==> config.mk <==
export PLATFORM = sky130hd
export DESIGN_NAME = writeback_buffer
export DESIGN_NICKNAME = d
export VERILOG_FILES = /design/src/rtl/writeback_pkg.sv /design/src/rtl/wb_fifo.sv /design/src/rtl/writeback_buffer.sv
export SDC_FILE = /design/constraint.sdc
export NUM_CORES = 1
export LEC_CHECK = 0
export ABC_AREA = 1
export CAP_MARGIN = 40
export CELL_PAD_IN_SITES_DETAIL_PLACEMENT = 1
export CELL_PAD_IN_SITES_GLOBAL_PLACEMENT = 2
export CORE_MARGIN = 5
export CORE_UTILIZATION = 41
export DETAILED_ROUTE_END_ITERATION = 6
export PLACE_DENSITY = 0.9
export SKIP_LAST_GASP = 1
export SYNTH_ARGS = -nofsm -noshare
export SYNTH_HDL_FRONTEND = slang
export SYNTH_SLANG_ARGS = --single-unit
==> constraint.sdc <==
create_clock -name clock -period 14.91 [get_ports clock]
set_input_delay 2.982 -clock clock [delete_from_list [all_inputs] [get_ports clock]]
set_output_delay 2.982 -clock clock [all_outputs]
set_load 0.005 [all_outputs]
==> src/rtl/writeback_pkg.sv <==
// Shared entry type and default sizing for the register-file writeback buffer.
package writeback_pkg;

    localparam int WB_DEPTH  = 4;
    localparam int WB_ADDR_W = 7;
    localparam int WB_DATA_W = 64;
    localparam int WB_MASK_W = WB_DATA_W / 8;

    typedef struct packed {
        logic [WB_ADDR_W-1:0] address;
        logic [WB_DATA_W-1:0] value;
        logic [WB_MASK_W-1:0] byteMask;
    } wb_entry_t;

endpackage

==> src/rtl/wb_fifo.sv <==
// Circular entry store with head/tail pointers, occupancy count and in-place update of the youngest entry.
// Latency: a push is visible at head_dat the cycle after the push edge when the FIFO was empty.
// Backpressure: none internally; the caller must never push when full or pop when empty.
module wb_fifo
    import writeback_pkg::*;
#(
    parameter int DEPTH = WB_DEPTH,
    parameter int W     = $bits(wb_entry_t)
) (
    input  logic                     clock,
    input  logic                     reset_n,
    input  logic                     push,
    input  logic [W-1:0]             push_dat,
    input  logic                     pop,
    input  logic                     merge,
    input  logic [W-1:0]             merge_dat,
    output logic [W-1:0]             head_dat,
    output logic [W-1:0]             tail_dat,
    output logic [$clog2(DEPTH):0]   count,
    output logic                     empty,
    output logic                     full
);

    localparam int PTR_W = $clog2(DEPTH);
    localparam int CNT_W = PTR_W + 1;

    logic [W-1:0]     mem_q [DEPTH];
    logic [PTR_W-1:0] head_q, head_d;
    logic [PTR_W-1:0] tail_q, tail_d;
    logic [PTR_W-1:0] youngest;
    logic [CNT_W-1:0] count_q, count_d;
    logic             wr_en;
    logic [PTR_W-1:0] wr_idx;
    logic [W-1:0]     wr_dat;

    // DEPTH is a power of two, so pointer overflow is the wrap.
    assign youngest = tail_q - PTR_W'(1);

    always_comb begin
        head_d  = head_q;
        tail_d  = tail_q;
        count_d = count_q;
        wr_en   = 1'b0;
        wr_idx  = tail_q;
        wr_dat  = push_dat;
        if (push) begin
            wr_en  = 1'b1;
            tail_d = tail_q + PTR_W'(1);
        end else if (merge) begin
            wr_en  = 1'b1;
            wr_idx = youngest;
            wr_dat = merge_dat;
        end
        if (pop) begin
            head_d = head_q + PTR_W'(1);
        end
        case ({push, pop})
            2'b10:   count_d = count_q + CNT_W'(1);
            2'b01:   count_d = count_q - CNT_W'(1);
            default: count_d = count_q;
        endcase
    end

    always_ff @(posedge clock or negedge reset_n) begin
        if (!reset_n) begin
            head_q  <= '0;
            tail_q  <= '0;
            count_q <= '0;
        end else begin
            head_q  <= head_d;
            tail_q  <= tail_d;
            count_q <= count_d;
        end
    end

    // Payload storage carries no reset; validity comes from the pointers.
    always_ff @(posedge clock) begin
        if (wr_en) begin
            mem_q[wr_idx] <= wr_dat;
        end
    end

    assign head_dat = mem_q[head_q];
    assign tail_dat = mem_q[youngest];
    assign count    = count_q;
    assign empty    = (count_q == '0);
    assign full     = (count_q == CNT_W'(DEPTH));

endmodule

==> src/rtl/writeback_buffer.sv <==
// Buffers execution results and drains them in order to a granted register-file write port.
// Latency: accept at edge E, earliest pop at E+1, io_write_write high the cycle after the pop edge.
// Backpressure: io_in_ready drops only when all DEPTH slots are occupied. WB_COALESCE_EN merges same-address writes.
module writeback_buffer
    import writeback_pkg::*;
#(
    parameter int DEPTH  = WB_DEPTH,
    parameter int ADDR_W = WB_ADDR_W,
    parameter int DATA_W = WB_DATA_W
) (
    input  logic                       clock,
    input  logic                       reset_n,
    input  logic                       io_in_valid,
    output logic                       io_in_ready,
    input  logic [ADDR_W-1:0]          io_in_address,
    input  logic [DATA_W-1:0]          io_in_value,
    input  logic [DATA_W/8-1:0]        io_in_byteMask,
    input  logic                       io_grant,
    output logic                       io_write_write,
    output logic [ADDR_W-1:0]          io_write_address,
    output logic [DATA_W-1:0]          io_write_value,
    output logic [DATA_W/8-1:0]        io_write_byteMask,
    output logic [$clog2(DEPTH):0]     io_count,
    output logic                       io_empty
);

    localparam int MASK_W  = DATA_W / 8;
    localparam int ENTRY_W = ADDR_W + DATA_W + MASK_W;
    localparam int CNT_W   = $clog2(DEPTH) + 1;
`ifdef WB_COALESCE_EN
    localparam bit COALESCE = 1'b1;
`else
    localparam bit COALESCE = 1'b0;
`endif

    logic               full;
    logic               accept;
    logic               pop;
    logic               do_push;
    logic               do_merge;
    logic [ENTRY_W-1:0] in_dat;
    logic [ENTRY_W-1:0] head_dat;
    logic [ENTRY_W-1:0] tail_dat;
    logic [ENTRY_W-1:0] merge_dat;
    logic [ADDR_W-1:0]  tail_addr;
    logic [DATA_W-1:0]  tail_val;
    logic [MASK_W-1:0]  tail_mask;
    logic [DATA_W-1:0]  bit_en;

    logic               wr_vld_q, wr_vld_d;
    logic [ADDR_W-1:0]  wr_addr_q, wr_addr_d;
    logic [DATA_W-1:0]  wr_val_q, wr_val_d;
    logic [MASK_W-1:0]  wr_mask_q, wr_mask_d;

    // Entries are packed as {address, value, byteMask}, same order as wb_entry_t.
    assign in_dat    = {io_in_address, io_in_value, io_in_byteMask};
    assign tail_addr = tail_dat[ENTRY_W-1 -: ADDR_W];
    assign tail_val  = tail_dat[MASK_W +: DATA_W];
    assign tail_mask = tail_dat[MASK_W-1:0];

    assign io_in_ready = !full;
    assign accept      = io_in_valid && io_in_ready;
    assign pop         = io_grant && !io_empty;

    always_comb begin
        bit_en = '0;
        for (int i = 0; i < MASK_W; i++) begin
            bit_en[8*i +: 8] = {8{io_in_byteMask[i]}};
        end
    end

    assign merge_dat = {tail_addr,
                        (tail_val & ~bit_en) | (io_in_value & bit_en),
                        tail_mask | io_in_byteMask};

    // The youngest entry is only mergeable if it is not leaving at this same edge.
    assign do_merge = COALESCE && accept && (|io_in_byteMask) && !io_empty &&
                      (tail_addr == io_in_address) &&
                      !(pop && (io_count == CNT_W'(1)));
    assign do_push  = accept && (|io_in_byteMask) && !do_merge;

    wb_fifo #(
        .DEPTH (DEPTH),
        .W     (ENTRY_W)
    ) u_fifo (
        .clock     (clock),
        .reset_n   (reset_n),
        .push      (do_push),
        .push_dat  (in_dat),
        .pop       (pop),
        .merge     (do_merge),
        .merge_dat (merge_dat),
        .head_dat  (head_dat),
        .tail_dat  (tail_dat),
        .count     (io_count),
        .empty     (io_empty),
        .full      (full)
    );

    always_comb begin
        wr_vld_d  = pop;
        wr_addr_d = wr_addr_q;
        wr_val_d  = wr_val_q;
        wr_mask_d = wr_mask_q;
        if (pop) begin
            wr_addr_d = head_dat[ENTRY_W-1 -: ADDR_W];
            wr_val_d  = head_dat[MASK_W +: DATA_W];
            wr_mask_d = head_dat[MASK_W-1:0];
        end
    end

    always_ff @(posedge clock or negedge reset_n) begin
        if (!reset_n) begin
            wr_vld_q  <= 1'b0;
            wr_addr_q <= '0;
            wr_val_q  <= '0;
            wr_mask_q <= '0;
        end else begin
            wr_vld_q  <= wr_vld_d;
            wr_addr_q <= wr_addr_d;
            wr_val_q  <= wr_val_d;
            wr_mask_q <= wr_mask_d;
        end
    end

    assign io_write_write    = wr_vld_q;
    assign io_write_address  = wr_addr_q;
    assign io_write_value    = wr_val_q;
    assign io_write_byteMask = wr_mask_q;

endmodule

==> flow_results.xml <==
<?xml version="1.0" encoding="UTF-8"?>
<metrics>
  <group name="outcome">
    <metric name="outcome" unit="">completed</metric>
  </group>
  <group name="timing">
    <metric name="timing.final.crit_share" unit="%">37.6</metric>
    <metric name="slew_violations" unit="">0</metric>
    <metric name="report.final.hold_viol_count" unit="">0</metric>
    <metric name="slew_headroom" unit="%">42.2</metric>
    <metric name="clock_skew" unit="ns">0.0195</metric>
    <metric name="tns" unit="ns">0</metric>
    <metric name="tightest_slew" unit="ns">0.867</metric>
    <metric name="report.final.setup_viol" unit="">0</metric>
    <metric name="max_freq" unit="GHz">0.178</metric>
    <metric name="timing.final.crit_period" unit="ns">5.61</metric>
    <metric name="grt_setup_unrepaired" unit="">false</metric>
    <metric name="setup_ws" unit="ns">9.30</metric>
  </group>
  <group name="min_path">
    <metric name="worstHoldPathType" unit="">register to register</metric>
  </group>
  <group name="logic_synthesis">
    <metric name="synth.avg_cell_area" unit="sq um">11.7</metric>
    <metric name="synth_fp_nets" unit="">1411</metric>
    <metric name="yosys.cell_types.count" unit="">21</metric>
    <metric name="yosys_warnings" unit="">0</metric>
    <metric name="synth_top_cell_area_share" unit="%">61.3</metric>
    <metric name="post_synth_instance_area" unit="sq um">15500</metric>
    <metric name="post_syn_instances" unit="">1322</metric>
    <metric name="seq_area_frac_synth" unit="%">75.3</metric>
    <metric name="synth-seq-cells" unit="">403</metric>
    <metric name="synthTopCellsByArea" unit="">sky130_fd_sc_hd__edfxtp_1 61%, sky130_fd_sc_hd__dfrtp_1 14%, sky130_fd_sc_hd__nand2_1 14%</metric>
    <metric name="synth.largest_area_cell" unit="">sky130_fd_sc_hd__edfxtp_1</metric>
  </group>
  <group name="critical_path">
    <metric name="path_delay_family" unit="">buffers and inverters</metric>
    <metric name="worst_path_max_delay_cell" unit="">sky130_fd_sc_hd__buf_4</metric>
    <metric name="timing.critical_path.to_type" unit="">register</metric>
    <metric name="timing.critical_path.fanout_max" unit="">55</metric>
    <metric name="critical_path_class" unit="">input port to register</metric>
    <metric name="worst_setup_path_start_kind" unit="">input port</metric>
    <metric name="crit_arrival" unit="ns">5.78</metric>
    <metric name="number_of_buffer_and_inverter_instances_along_the_worst_setup_path" unit="">2</metric>
    <metric name="critical_path.cell_chain" unit="">clkdlybuf4s50_1, a21boi_0, nand2_1, nor2_4, buf_4</metric>
    <metric name="critical-path-max-stage-delay" unit="ns">0.81</metric>
    <metric name="crit_required" unit="ns">15.08</metric>
  </group>
  <group name="final_layout">
    <metric name="area_growth_syn_to_layout" unit="%">23.7</metric>
    <metric name="design.final.nets" unit="">1571</metric>
    <metric name="finalNonFillerCells" unit="">2030</metric>
    <metric name="filler_cell_count" unit="">3905</metric>
    <metric name="post_route_cells_drive_above_1_share" unit="%">6.20</metric>
    <metric name="finish.utilization" unit="%">51.1</metric>
  </group>
  <group name="detailed_routing">
    <metric name="drt-vias-per-instance" unit="">4.96</metric>
    <metric name="route.detailed.wl_per_inst" unit="microns">19.4</metric>
    <metric name="finalWirelength" unit="microns">39400</metric>
    <metric name="num_vias" unit="">10100</metric>
    <metric name="drt.antenna.violating_nets" unit="">0</metric>
    <metric name="drt-initial-drc-count" unit="">547</metric>
    <metric name="firstDrtPassIters" unit="">5</metric>
    <metric name="drc" unit="">0</metric>
  </group>
  <group name="global_routing">
    <metric name="grt_first_pass_wirelength" unit="microns">61500</metric>
    <metric name="grt_util_all_layers" unit="%">18.8</metric>
    <metric name="overflow" unit="">0</metric>
    <metric name="first_global_vias" unit="">10900</metric>
    <metric name="grt_start_max_net_pins" unit="">106</metric>
    <metric name="antenna_found_initial" unit="">4</metric>
  </group>
  <group name="floorplanning">
    <metric name="io_pins" unit="">168</metric>
    <metric name="die_width" unit="microns">204</metric>
    <metric name="placeableCoreArea" unit="sq um">37500</metric>
    <metric name="floorplan.rows" unit="">71</metric>
    <metric name="fp.dieArea" unit="sq um">41800</metric>
    <metric name="chipHeight" unit="microns">204</metric>
    <metric name="starting_density_of_the_core" unit="%">41.3</metric>
  </group>
  <group name="clock_network">
    <metric name="cts.sink_count" unit="">403</metric>
    <metric name="worst_setup_hold_path_clk_slew" unit="ns">0.06</metric>
    <metric name="post_cts_resize_count" unit="">0</metric>
    <metric name="cts_made_buffers" unit="">43</metric>
    <metric name="clk_root_buffer_cell" unit="">sky130_fd_sc_hd__clkbuf_16</metric>
    <metric name="hold_buffer_count_at_cts" unit="">0</metric>
    <metric name="cts_tree" unit="">built</metric>
    <metric name="post-cts-setup-buffers" unit="">0</metric>
    <metric name="clock_path_buffers" unit="">3</metric>
    <metric name="clock_tree.htree_level_count" unit="">2</metric>
    <metric name="clk-insertion-delay-late" unit="ns">0.56</metric>
  </group>
  <group name="power_and_ir_drop">
    <metric name="leakagePower" unit="nW">7.51</metric>
    <metric name="fin_total_pwr" unit="mW">3.90</metric>
    <metric name="largest_voltage_drop_on_the_vdd_net" unit="V">0.000127</metric>
    <metric name="powerDensity" unit="nW/um^2">203</metric>
  </group>
  <group name="placement">
    <metric name="routability_cong" unit="">0.742</metric>
    <metric name="port-buffer-count" unit="">167</metric>
    <metric name="place_worst_setup_slack" unit="ns">8.69</metric>
    <metric name="dpl.cell_count" unit="">1948</metric>
    <metric name="detailedPlacementHpwl" unit="microns">24000</metric>
  </group>
  <group name="job">
    <metric name="max-cap-violations" unit="">0</metric>
  </group>
</metrics>
## cell usage in the layout (no fill, tap or decap)
cell type                           n
sky130_fd_sc_hd__a21boi_0           1
sky130_fd_sc_hd__a21oi_1            1
sky130_fd_sc_hd__buf_12             2
sky130_fd_sc_hd__buf_16             4
sky130_fd_sc_hd__buf_4             10
sky130_fd_sc_hd__bufinv_16          3
sky130_fd_sc_hd__clkbuf_1          10
sky130_fd_sc_hd__clkbuf_16         44
sky130_fd_sc_hd__clkbuf_8           6
sky130_fd_sc_hd__clkdlybuf4s50_1  166
sky130_fd_sc_hd__clkinv_1           2
sky130_fd_sc_hd__clkinv_2          11
sky130_fd_sc_hd__clkinvlp_4         1
sky130_fd_sc_hd__dfrtp_1           85
sky130_fd_sc_hd__dfrtp_4            2
sky130_fd_sc_hd__diode_2            3
sky130_fd_sc_hd__edfxtp_1         316
sky130_fd_sc_hd__fa_1               1
sky130_fd_sc_hd__ha_1               5
sky130_fd_sc_hd__inv_1             19
sky130_fd_sc_hd__inv_16             2
sky130_fd_sc_hd__inv_2              1
sky130_fd_sc_hd__inv_6              2
sky130_fd_sc_hd__nand2_1          568
sky130_fd_sc_hd__nand2_4            1
sky130_fd_sc_hd__nand3_1            3
sky130_fd_sc_hd__nor2_1            82
sky130_fd_sc_hd__nor2_4             4
sky130_fd_sc_hd__o21ai_0          123
sky130_fd_sc_hd__o21ai_1           37
sky130_fd_sc_hd__or2_2              1
sky130_fd_sc_hd__xnor2_1            1
sky130_fd_sc_hd__xor2_1             2
## final cells by class
cell class,count,area (sq um),area share [%]
multi-input combinational,830,3440,18.0
sequential,403,11700,60.9
clock buffer,60,1220,6.37
inverter,22,88.8,0.464
timing repair buffer,182,1890,9.85
clock inverter,19,204,1.06
antenna,3,7.51,0.0392
tap,511,639,3.34
## registers in the layout, summed over array words and instances, names as in the netlist
signal and count:
u_fifo.head_q 2, u_fifo.mem_q 316, u_fifo.count 3, io_write_address 7
io_write_write 1, u_fifo.tail_q 2, io_write_byteMask 8, io_write_value 64
## stage by stage
step | hold WS, ns | instance area [sq um]
global route | 0.492 | 19200
global placement | 0.461 | 17600
finish | 0.476 | 19200
CTS | 0.481 | 19200
detailed placement | 0.464 | 17700
floorplan | 0.472 | 15500
## report_power, final
group          switching, mW  internal (mW)
clock network          0.433          0.629
logic                  0.708          0.448
registers              0.158           1.52
## Yosys cell counts, drive strengths merged
library cell  number
a21oi              1
a21boi             1
inv               22
nor2              86
ha                 5
or2                1
fa                 1
buf               38
dfrtp             87
edfxtp           316
nand3              3
nand2            569
xnor2              1
o21ai            160
xor2               2
clkbuf            29
## tightest hold or removal path, delay by kind of cell, from the launching register on
family / cells / cell delay, ns
flops: 1 / 0.34
simple gates: 2 / 0.10
## worst paths after layout
path / from / endpoint / slack [ns] / cells past startpoint
worst max-delay path: io_in_valid / u_fifo.mem_q[0][37] / 9.30 / 5
worst min-delay path: io_write_value[41] / io_write_value[41] / 0.48 / 2
worst max register to register: u_fifo.count[0] / u_fifo.mem_q[0][37] / 11.70 / 5
worst min register to register: io_write_value[41] / io_write_value[41] / 0.48 / 2
max in group asynchronous: reset_n / u_fifo.head_q[1] / 11.31 / 2
min in group asynchronous: reset_n / io_write_value[47] / 2.45 / 1
## per-layer routing
layer,up-vias,wire length (microns),GRT usage (%),share of wire (%)
met5,-,20,0,0.051
met4,2,975,5.74,2.5
met3,69,1600,3.48,4.1
met2,189,19600,32.0,50
met1,5069,17200,24.7,44
li1,4749,-,-,-
## cell families (layout without fill, tap and decap cells)
| logic type | after synthesis | after routing | share of synthesized area [%] |
|---|---|---|---|
| AOI/OAI and AO/OA | 162 | 162 | 5.25 |
| xor gates and xnor gates | 3 | 3 | 0.170 |
| adders and majority gates | 6 | 6 | 0.533 |
| buffers and inverters | 89 | 283 | 2.72 |
| DFF | 403 | 403 | 75.3 |
| other | 0 | 3 | 0 |
| and+or+nand+nor | 659 | 659 | 16.0 |
Power figures use the tool's default switching activity.
